`config.mk`:
```
export PLATFORM = sky130hd
export DESIGN_NAME = mm_port_arbiter
export DESIGN_NICKNAME = d
export VERILOG_FILES = /design/src/rtl/mm_port_arbiter.sv
export SDC_FILE = /design/constraint.sdc
export NUM_CORES = 1
export LEC_CHECK = 0
export BUFFER_PORTS_ARGS = -buffer_cell sky130_fd_sc_hd__buf_2
export CAP_MARGIN = 20
export CORE_AREA = 2 2 104 106
export CTS_CLUSTER_SIZE = 14
export DETAILED_ROUTE_END_ITERATION = 8
export DIE_AREA = 0 0 106 108
export PLACE_DENSITY = 0.66
export SYNTH_ARGS = -nofsm -noshare
export SYNTH_HDL_FRONTEND = slang
export SYNTH_SLANG_ARGS = --single-unit
export TNS_END_PERCENT = 20
```
`constraint.sdc`:
```
create_clock -name MEM_CLK -period 4.15 [get_ports MEM_CLK]
set_clock_uncertainty 0.1 [all_clocks]
set_input_delay 0.83 -clock MEM_CLK [delete_from_list [all_inputs] [get_ports MEM_CLK]]
set_output_delay 0.83 -clock MEM_CLK [all_outputs]
set_load 0.05 [all_outputs]
```
`src/rtl/mm_port_arbiter.sv`:
```
// mm_port_arbiter: round-robin arbiter running whole line bursts from I/D cache refills onto one memory word port
module mm_port_arbiter #(
  parameter int WORDS_PER_LINE = 8,
  parameter int WORD_W = 32,
  parameter int ADDR_W = 32
) (
  input  logic                              MEM_CLK,
  input  logic                              RST_N,
  input  logic                              I_REQ,
  input  logic [ADDR_W-1:0]                 I_ADDR,
  output logic [WORD_W-1:0]                 I_RDATA,
  output logic                              I_VALID,
  output logic                              I_DONE,
  input  logic                              D_REQ,
  input  logic                              D_WE,
  input  logic [ADDR_W-1:0]                 D_ADDR,
  input  logic [WORD_W-1:0]                 D_WDATA,
  output logic                              D_WREADY,
  output logic [WORD_W-1:0]                 D_RDATA,
  output logic                              D_VALID,
  output logic                              D_DONE,
  output logic [$clog2(WORDS_PER_LINE)-1:0] BEAT,
  output logic                              MM_RE,
  output logic                              MM_WE,
  output logic [ADDR_W-3:0]                 MM_ADDR,
  output logic [WORD_W-1:0]                 MM_DIN,
  input  logic [WORD_W-1:0]                 MM_DOUT,
  input  logic                              MM_VALID
);
  localparam int LB = $clog2(WORDS_PER_LINE);
  localparam int BW = ADDR_W - 2 - LB;
  typedef enum logic [2:0] {IDLE, BURST_I, BURST_D, DONE_I, DONE_D} state_t;
  state_t state;
  logic [LB-1:0] beat;
  logic [BW-1:0] base;
  logic we;
  logic last_d;
  logic burst;
  logic last;
  logic unused_offset;
  assign burst = (state == BURST_I) || (state == BURST_D);
  assign last = beat == LB'(WORDS_PER_LINE - 1);
  assign unused_offset = ^{I_ADDR[LB+1:0], D_ADDR[LB+1:0]};
  // grant on a request in IDLE, step beats on each completed access, pulse DONE for one cycle
  always_ff @(posedge MEM_CLK) begin
    if (!RST_N) begin
      state <= IDLE;
      beat <= '0;
      base <= '0;
      we <= 1'b0;
      last_d <= 1'b1;
    end else begin
      case (state)
        IDLE: begin
          if (I_REQ && (!D_REQ || last_d)) begin
            state <= BURST_I;
            base <= I_ADDR[ADDR_W-1:LB+2];
            we <= 1'b0;
            last_d <= 1'b0;
          end else if (D_REQ) begin
            state <= BURST_D;
            base <= D_ADDR[ADDR_W-1:LB+2];
            we <= D_WE;
            last_d <= 1'b1;
          end
        end
        BURST_I, BURST_D: begin
          if (MM_VALID) begin
            beat <= last ? '0 : beat + 1'b1;
            if (last) state <= (state == BURST_I) ? DONE_I : DONE_D;
          end
        end
        default: state <= IDLE;
      endcase
    end
  end
  // outputs decode from registered state; read data and beat acks follow MM_VALID in the same cycle
  always_comb begin
    MM_RE = burst && !we;
    MM_WE = burst && we;
    MM_ADDR = burst ? {base, beat} : '0;
    MM_DIN = (burst && we) ? D_WDATA : '0;
    BEAT = beat;
    I_VALID = (state == BURST_I) && MM_VALID;
    D_VALID = (state == BURST_D) && !we && MM_VALID;
    D_WREADY = (state == BURST_D) && we && MM_VALID;
    I_RDATA = I_VALID ? MM_DOUT : '0;
    D_RDATA = D_VALID ? MM_DOUT : '0;
    I_DONE = state == DONE_I;
    D_DONE = state == DONE_D;
  end
endmodule
```
==> results of run 1 <==
-- power breakdown --
part           total [W]  internal (W)  switching, W  leakage, nW
registers       0.000409      0.000377     0.0000316        0.290
clock network   0.000242      0.000115      0.000127       0.0477
logic           0.000569      0.000178      0.000391         2.15
total            0.00122      0.000671      0.000549         2.49
-- cells in the final DEF (no fill, tap or decap), drive strengths merged --
master	instances
a31oi	26
ha	2
a2111oi	1
nand2	2
nand2b	3
o21bai	1
and3	34
a21boi	1
and2	96
nor2	4
xor2	1
clkinv	3
nand3b	1
a21oi	6
o2111ai	1
inv	29
nor3b	3
o221a	26
o21ai	5
nor2b	1
nor3	5
o2111a	1
nor4b	1
clkbuf	5
dfxtp	35
buf	264
nand3	3
xnor2	1
or3	1
or4	1
-- per-stage QoR --
step	total power (W)	instance area, sq um	setup slack, ns	instances	utilization [%]
after CTS	0.00123	4030	0.879	699	39.4
after detailed placement	0.000990	3950	1.20	691	38.6
after global routing	0.00129	4030	0.699	699	39.4
after floorplan	0.000834	2590	1.20	321	-
final	0.00122	4030	0.934	699	39.4
after global placement	0.000979	3950	1.24	691	38.6
-- layout make-up --
cell class	instances	area (sq um)	share of cell area [%]
clock buffers	5	68.8	1.71
clock inverters	3	15.0	0.372
inverters	29	109	2.70
well taps	136	170	4.22
flip-flops and latches	35	701	17.4
multi-input cells	227	1630	40.5
repair buffers	264	1330	33.1
-- synthesized netlist by cell type, drive strengths merged --
master   instances  share of area [%]
or3              1               0.43
or4              1               0.29
a21boi           1               0.43
o2111a           1               0.43
o2111ai          1               0.34
nand2b           3                1.0
o21ai            5               0.97
nor3             5                1.2
a2111oi          1               0.34
nand3b           1               0.29
ha               2               0.97
nand2            2               0.29
o221a           26                 11
nor4b            1               0.92
xnor2            1               0.63
buf              9                2.5
a21oi            6                1.2
dfxtp           35                 27
and3            34                8.2
nor2b            1               0.24
clkbuf          21                3.4
nand3            3               0.77
o21bai           1               0.29
nor2             4                1.5
a31oi           26                6.3
xor2             1               0.34
nor3b            3                1.1
inv             29                4.2
and2            96                 23
-- how the worst max path moves through the flow --
stage,start,endpoint
4_1_cts,state[0],MM_DIN[27]
5_1_grt,state[0],MM_DIN[12]
3_3_place_gp,state[0],MM_DIN[12]
6_report,state[0],MM_DIN[27]
3_5_place_dp,state[0],MM_DIN[27]
2_1_floorplan,MM_VALID,D_RDATA[22]
-- metal layers --
layer / wire (um) / vias up / part of all wire [%] / track usage, %
li1: - / 1600 / - / -
met1: 4050 / 1481 / 40 / 18.3
met2: 5200 / 149 / 52 / 31.6
met3: 647 / 9 / 6.5 / 2.83
met4: 108 / 0 / 1.1 / 3.57
met5: 0 / - / 0 / 0
-- kinds of logic (layout without fill, tap and decap cells) --
kind of cell / count (synthesis) / after routing / share of synthesized area, %
AOI/OAI and AO/OA: 68 / 68 / 21.5
xor gates and xnor gates: 2 / 2 / 0.966
adders and majority gates: 2 / 2 / 0.966
buffers and inverters: 59 / 301 / 10.1
DFF: 35 / 35 / 27.0
and+or+nand+nor: 155 / 155 / 39.4
-- worst reg2reg max path: cells and delay by family, from the launching register on --
family | cells | cell delay, ns
buf+inv | 1 | 0.35
compound gates | 1 | 0.52
simple gates | 2 | 0.81
flops | 1 | 0.47
-- state kept, by name, summed over array words and instances (netlist names) --
name	cells
BEAT	3
base	27
last_d	1
state	3
we	1
==> out/summary.txt, run 1 <==
==============================================================================
Result of the run                                                 finished, final reports clean
Launch point of the worst reg-to-reg path                             state[1]
Number of nets with antenna violations after detailed routing                0
Largest buffer count on any clock path                                       2
Area enclosed by the die boundary                                  11400 sq um
Global routing usage summed across all routing layers                    16.2%
Detailed placement HPWL                                                7840 um
H-tree level count                                                           2
Type of destination of the critical path                           output port
Worst path slowest cell                                                dfxtp_1
Largest fanout on the critical path                                         60
Clk Tree Root Cell                                                    clkbuf_8
Syn_nets                                                                   457
Total buffers and inverters traversed by the critical path                   2
Type of the worst min-delay path                                       reg2reg
CP Cell Sequence                                                  xnor2_2, nor2_4, buf_4, and3_1, buf_2
Core box area                                                      10200 sq um
Number of cells on the worst reg-to-reg path                                 4
Clock Pin Slew Worst Setup and Hold Paths                              0.07 ns
Avg Synthesized Cell Area                                           8.07 sq um
N_diodes                                                                     0
Power density of the placed cells                                  303 nW/um^2
Inserted Clock Buffers                                                       5
Data arrival time of the critical path                                 2.29 ns
Class of the most critical setup path                                  reg2out
Initial antenna violation count                                              1
Leak Pwr                                                               2.49 nW
Post-CTS setup buffer count                                                  0
Height of the die                                                       108 um
Final total negative setup slack                                          0 ns
Final Hold Slack                                                      0.413 ns
Final period utilization                                                 77.5%
Row cnt                                                                     37
Setup-failing EPs final                                                      0
Longest individual stage delay on the worst path                       0.67 ns
Post-DR wirelength/cell                                                14.3 um
Critical hold path startpoint                                          BEAT[1]
Tightest slew margin relative to the limit                               34.2%
Post-synthesis to final-layout area growth                               55.6%
Initial Util                                                             25.3%
Hold Path Depth                                                              2
Endpoint with the worst hold slack                                     BEAT[1]
Capture instance of the worst register-to-register path               base[10]
Via count of the first global-routing pass                                3142
Via total after detailed routing                                          3239
Maximum vdd ir drop                                                 0.000117 V
Count of mapped cells out of synthesis                                     321
Post-cts sizing count                                                        0
Die Wd                                                                  106 um
Count of different cell masters after synthesis                             38
Residual DRC count                                                           0
# hold bufs at CTS                                                           0
Minimum clock period                                                   3.22 ns
First-pass detailed-route iteration total                                    4
Worst-skew pair later-pin latency                                      0.28 ns
Share of layout cells above drive strength 1                             54.7%
Global-route wire length before repair                                15100 um
Clock tree from TritonCTS                                                  yes
Remaining global-route overflow                                              0
Placer's final routability congestion estimate                           0.786
Crit path max-delay family                                          flip-flops
Clock Sink Count                                                            35
Synthesized cell area                                               2590 sq um
Highest clock frequency the design can meet                            311 MHz
Port Buffers                                                               259
Total length of routed wires                                          10000 um
Number of max-slew violations in the final report                            0
R2R Setup Slk                                                          1.79 ns
Final Net Count                                                            698
Drt via density                                                           4.63
Unrepaired setup endpoints after global routing                             no
Fill cell total of the finished layout                                    1067
Number of logic stages on the critical path including buffering              5
DR iter-0 viols                                                            175
Nature of the critical path startpoint                                    flop
Final hold viol count                                                        0
Actual transition at the worst max-transition pin                     0.985 ns
Maximum number of pins on one net before global-route repair                61
Reported max-cap violation count                                             0
IO Count                                                                   270
Seq cells post-synth                                                        35
Yosys warns                                                                  0
Part of the Yosys area used for sequential elements                      27.0%
Required time of the worst setup path                                  3.22 ns
==============================================================================
Power figures use the tool's default switching activity.
==> run 2, diff against run 1 <==
CORE_AREA = 2 2 105 107   (was 2 2 104 106)
DIE_AREA = 0 0 107 109   (was 0 0 106 108)
PLACE_DENSITY = 0.67   (was 0.66)
clock period = 2.8 ns   (was 4.15 ns; I/O delays follow)
==> run 2 against run 1 <==
Against the previous run: global-route usage decreased by 1.6 points; utilization shrank 0.34 points; flip-flop and latch count unchanged; non-clock buffer count increased by 5; register-to-register slack worse by 0.95 ns; sequential share of layout area decreased by 0.46 points; highest routed layer is now met5; cell area grew 2.7%; critical endpoint is now MM_DIN[14]; wire length is 7.5% lower; clock power increased by 120%; power increased by 65%; via count is 0.12% lower.
==> out/summary.txt, run 2 (synthesis gave the netlist of run 1 again) <==
============================================================================
Post-DR wirelength/cell                                              13.1 um   -8.8%
Routed wl met2                                                       4620 um   -11%
Unrepaired setup endpoints after global routing                           no
Height of the die                                                     109 um   +0.93%
Nature of the critical path startpoint                                  flop
Power density of the placed cells                                485 nW/um^2   +60%
Inserted Clock Buffers                                                     5   unchanged
Clock tree from TritonCTS                                                yes
Final period utilization                                               94.0%
Actual transition at the worst max-transition pin                   0.877 ns   -0.108 ns
Largest buffer count on any clock path                                     2   unchanged
Area enclosed by the die boundary                                11700 sq um   +1.9%
H-tree level count                                                         2   unchanged
Global routing usage summed across all routing layers                  14.6%   -1.6 points
Clock Sink Count                                                          35   unchanged
Reported max-cap violation count                                           0   unchanged
Total length of routed wires                                         9270 um   -7.5%
Worst-skew pair later-pin latency                                    0.28 ns   about the same
Initial antenna violation count                                            2   +1
Post-CTS setup buffer count                                                0   unchanged
# hold bufs at CTS                                                         0   unchanged
Die Wd                                                                107 um   +0.94%
IO Count                                                                 270   unchanged
Data arrival time of the critical path                               1.97 ns   -0.32 ns
Core box area                                                    10600 sq um   +3.6%
Final hold viol count                                                      0   unchanged
First-pass detailed-route iteration total                                  4   unchanged
Met1 layer wirelength in the final routing                           3820 um   -5.8%
Minimum clock period                                                 2.63 ns
Type of the worst min-delay path                                     reg2reg
Type of destination of the critical path                         output port
Result of the run                                               finished, final reports clean
Number of flip-flops in the largest register                              27   unchanged
Required time of the worst setup path                                2.14 ns   -1.08 ns
Drt via density                                                         4.56   -1.5%
Number of max-slew violations in the final report                          0   unchanged
Post-cts sizing count                                                      0   unchanged
Highest clock frequency the design can meet                          380 MHz
Final total negative setup slack                                        0 ns   unchanged
Detailed placement HPWL                                              7280 um   -7.3%
Clock Pin Slew Worst Setup and Hold Paths                            0.07 ns   about the same
DR iter-0 viols                                                          111   -37%
Most flops, register                                                    base
Hold Path Depth                                                            1   -1
Via count of the first global-routing pass                              3007   -4.3%
Post-layout util                                                       39.1%   -0.34 points
Number of nets with antenna violations after detailed routing              0   unchanged
Largest fanout on the critical path                                       52   -13%
Highest-count cells in the layout ignoring fill and taps        buf_2, and2_1, dfxtp_1
Global-route wire length before repair                              13800 um   -8.1%
Via total after detailed routing                                        3235   -0.12%
Placer's final routability congestion estimate                         0.800   +1.7%
Post-synthesis to final-layout area growth                             59.8%
Maximum number of pins on one net before global-route repair              53   -13%
Commonest non-fill, non-tap cell in the layout                         buf_2
Initial Util                                                           24.4%   -0.89 points
Tightest slew margin relative to the limit                             41.4%   +7.2 points
Port Buffers                                                             259   unchanged
Class of the most critical setup path                                reg2out
Setup-failing EPs final                                                    0   unchanged
Share of layout cells above drive strength 1                           55.1%   +0.40 points
Row cnt                                                                   38   +2.7%
Final Net Count                                                          703   +0.72%
Met3 layer wire length in the routed design                           666 um   +2.9%
Residual DRC count                                                         0   unchanged
Leak Pwr                                                             2.53 nW   +1.9%
Fill cell total of the finished layout                                  1089   +2.1%
Number of cells on the worst reg-to-reg path                               4   unchanged
Remaining global-route overflow                                            0   unchanged
Maximum vdd ir drop                                               0.000201 V   +71%
Top layer used by detailed routing                                      met5
Clk Tree Root Cell                                                  clkbuf_8
============================================================================
-- run 2: area by class of cell --
| type | instances | area [sq um] | share of cell area [%] |
|---|---|---|---|
| clock buffer | 5 | 68.8 | 1.66 |
| sequential | 35 | 701 | 16.9 |
| clock inverter | 3 | 67.6 | 1.63 |
| antenna | 1 | 2.50 | 0.0604 |
| tap | 140 | 175 | 4.23 |
| timing repair buffer | 269 | 1380 | 33.4 |
| multi-input combinational | 227 | 1630 | 39.5 |
| inverter | 29 | 109 | 2.63 |
-- run 2: per-stage QoR --
step | instance area [sq um] | hold slack [ns] | power [W] | worst slack (ns) | instances
after floorplan | 2590 | 0.389 | 0.00124 | 0.394 | 321
after global placement | 4000 | 0.400 | 0.00146 | 0.437 | 700
after detailed placement | 4000 | 0.407 | 0.00148 | 0.385 | 700
after CTS | 4140 | 0.422 | 0.00204 | 0.160 | 708
after global routing | 4140 | 0.425 | 0.00211 | 0.0182 | 709
final | 4140 | 0.421 | 0.00201 | 0.169 | 709
-- run 2: worst max-delay path, cell delays in order, from the launching register on --
cell and delay (ns):
dfxtp_1 0.64, xnor2_2 0.22, nor2_4 0.15, buf_12 0.20, and3_1 0.18, buf_2 0.27
-- run 2: path summary, 6_finish.rpt --
path / startpoint / slack, ns / endpoint
max: state[1] / 0.17 / MM_DIN[14]
min: base[17] / 0.42 / base[17]
max reg2reg: state[0] / 0.84 / base[13]
min reg2reg: base[17] / 0.42 / base[17]
-- run 2: metal layers --
layer  track usage, %  vias to the layer above
li1                 -                     1608
met3             2.63                       13
met4             4.55                        2
met5                0                        -
met2             26.6                      155
met1             17.4                     1457
-- run 2: report_power, final --
part,switching (W),internal (W)
clock network,0.000188,0.000355
logic,0.000587,0.000280
registers,0.0000393,0.000559
total,0.000815,0.00119
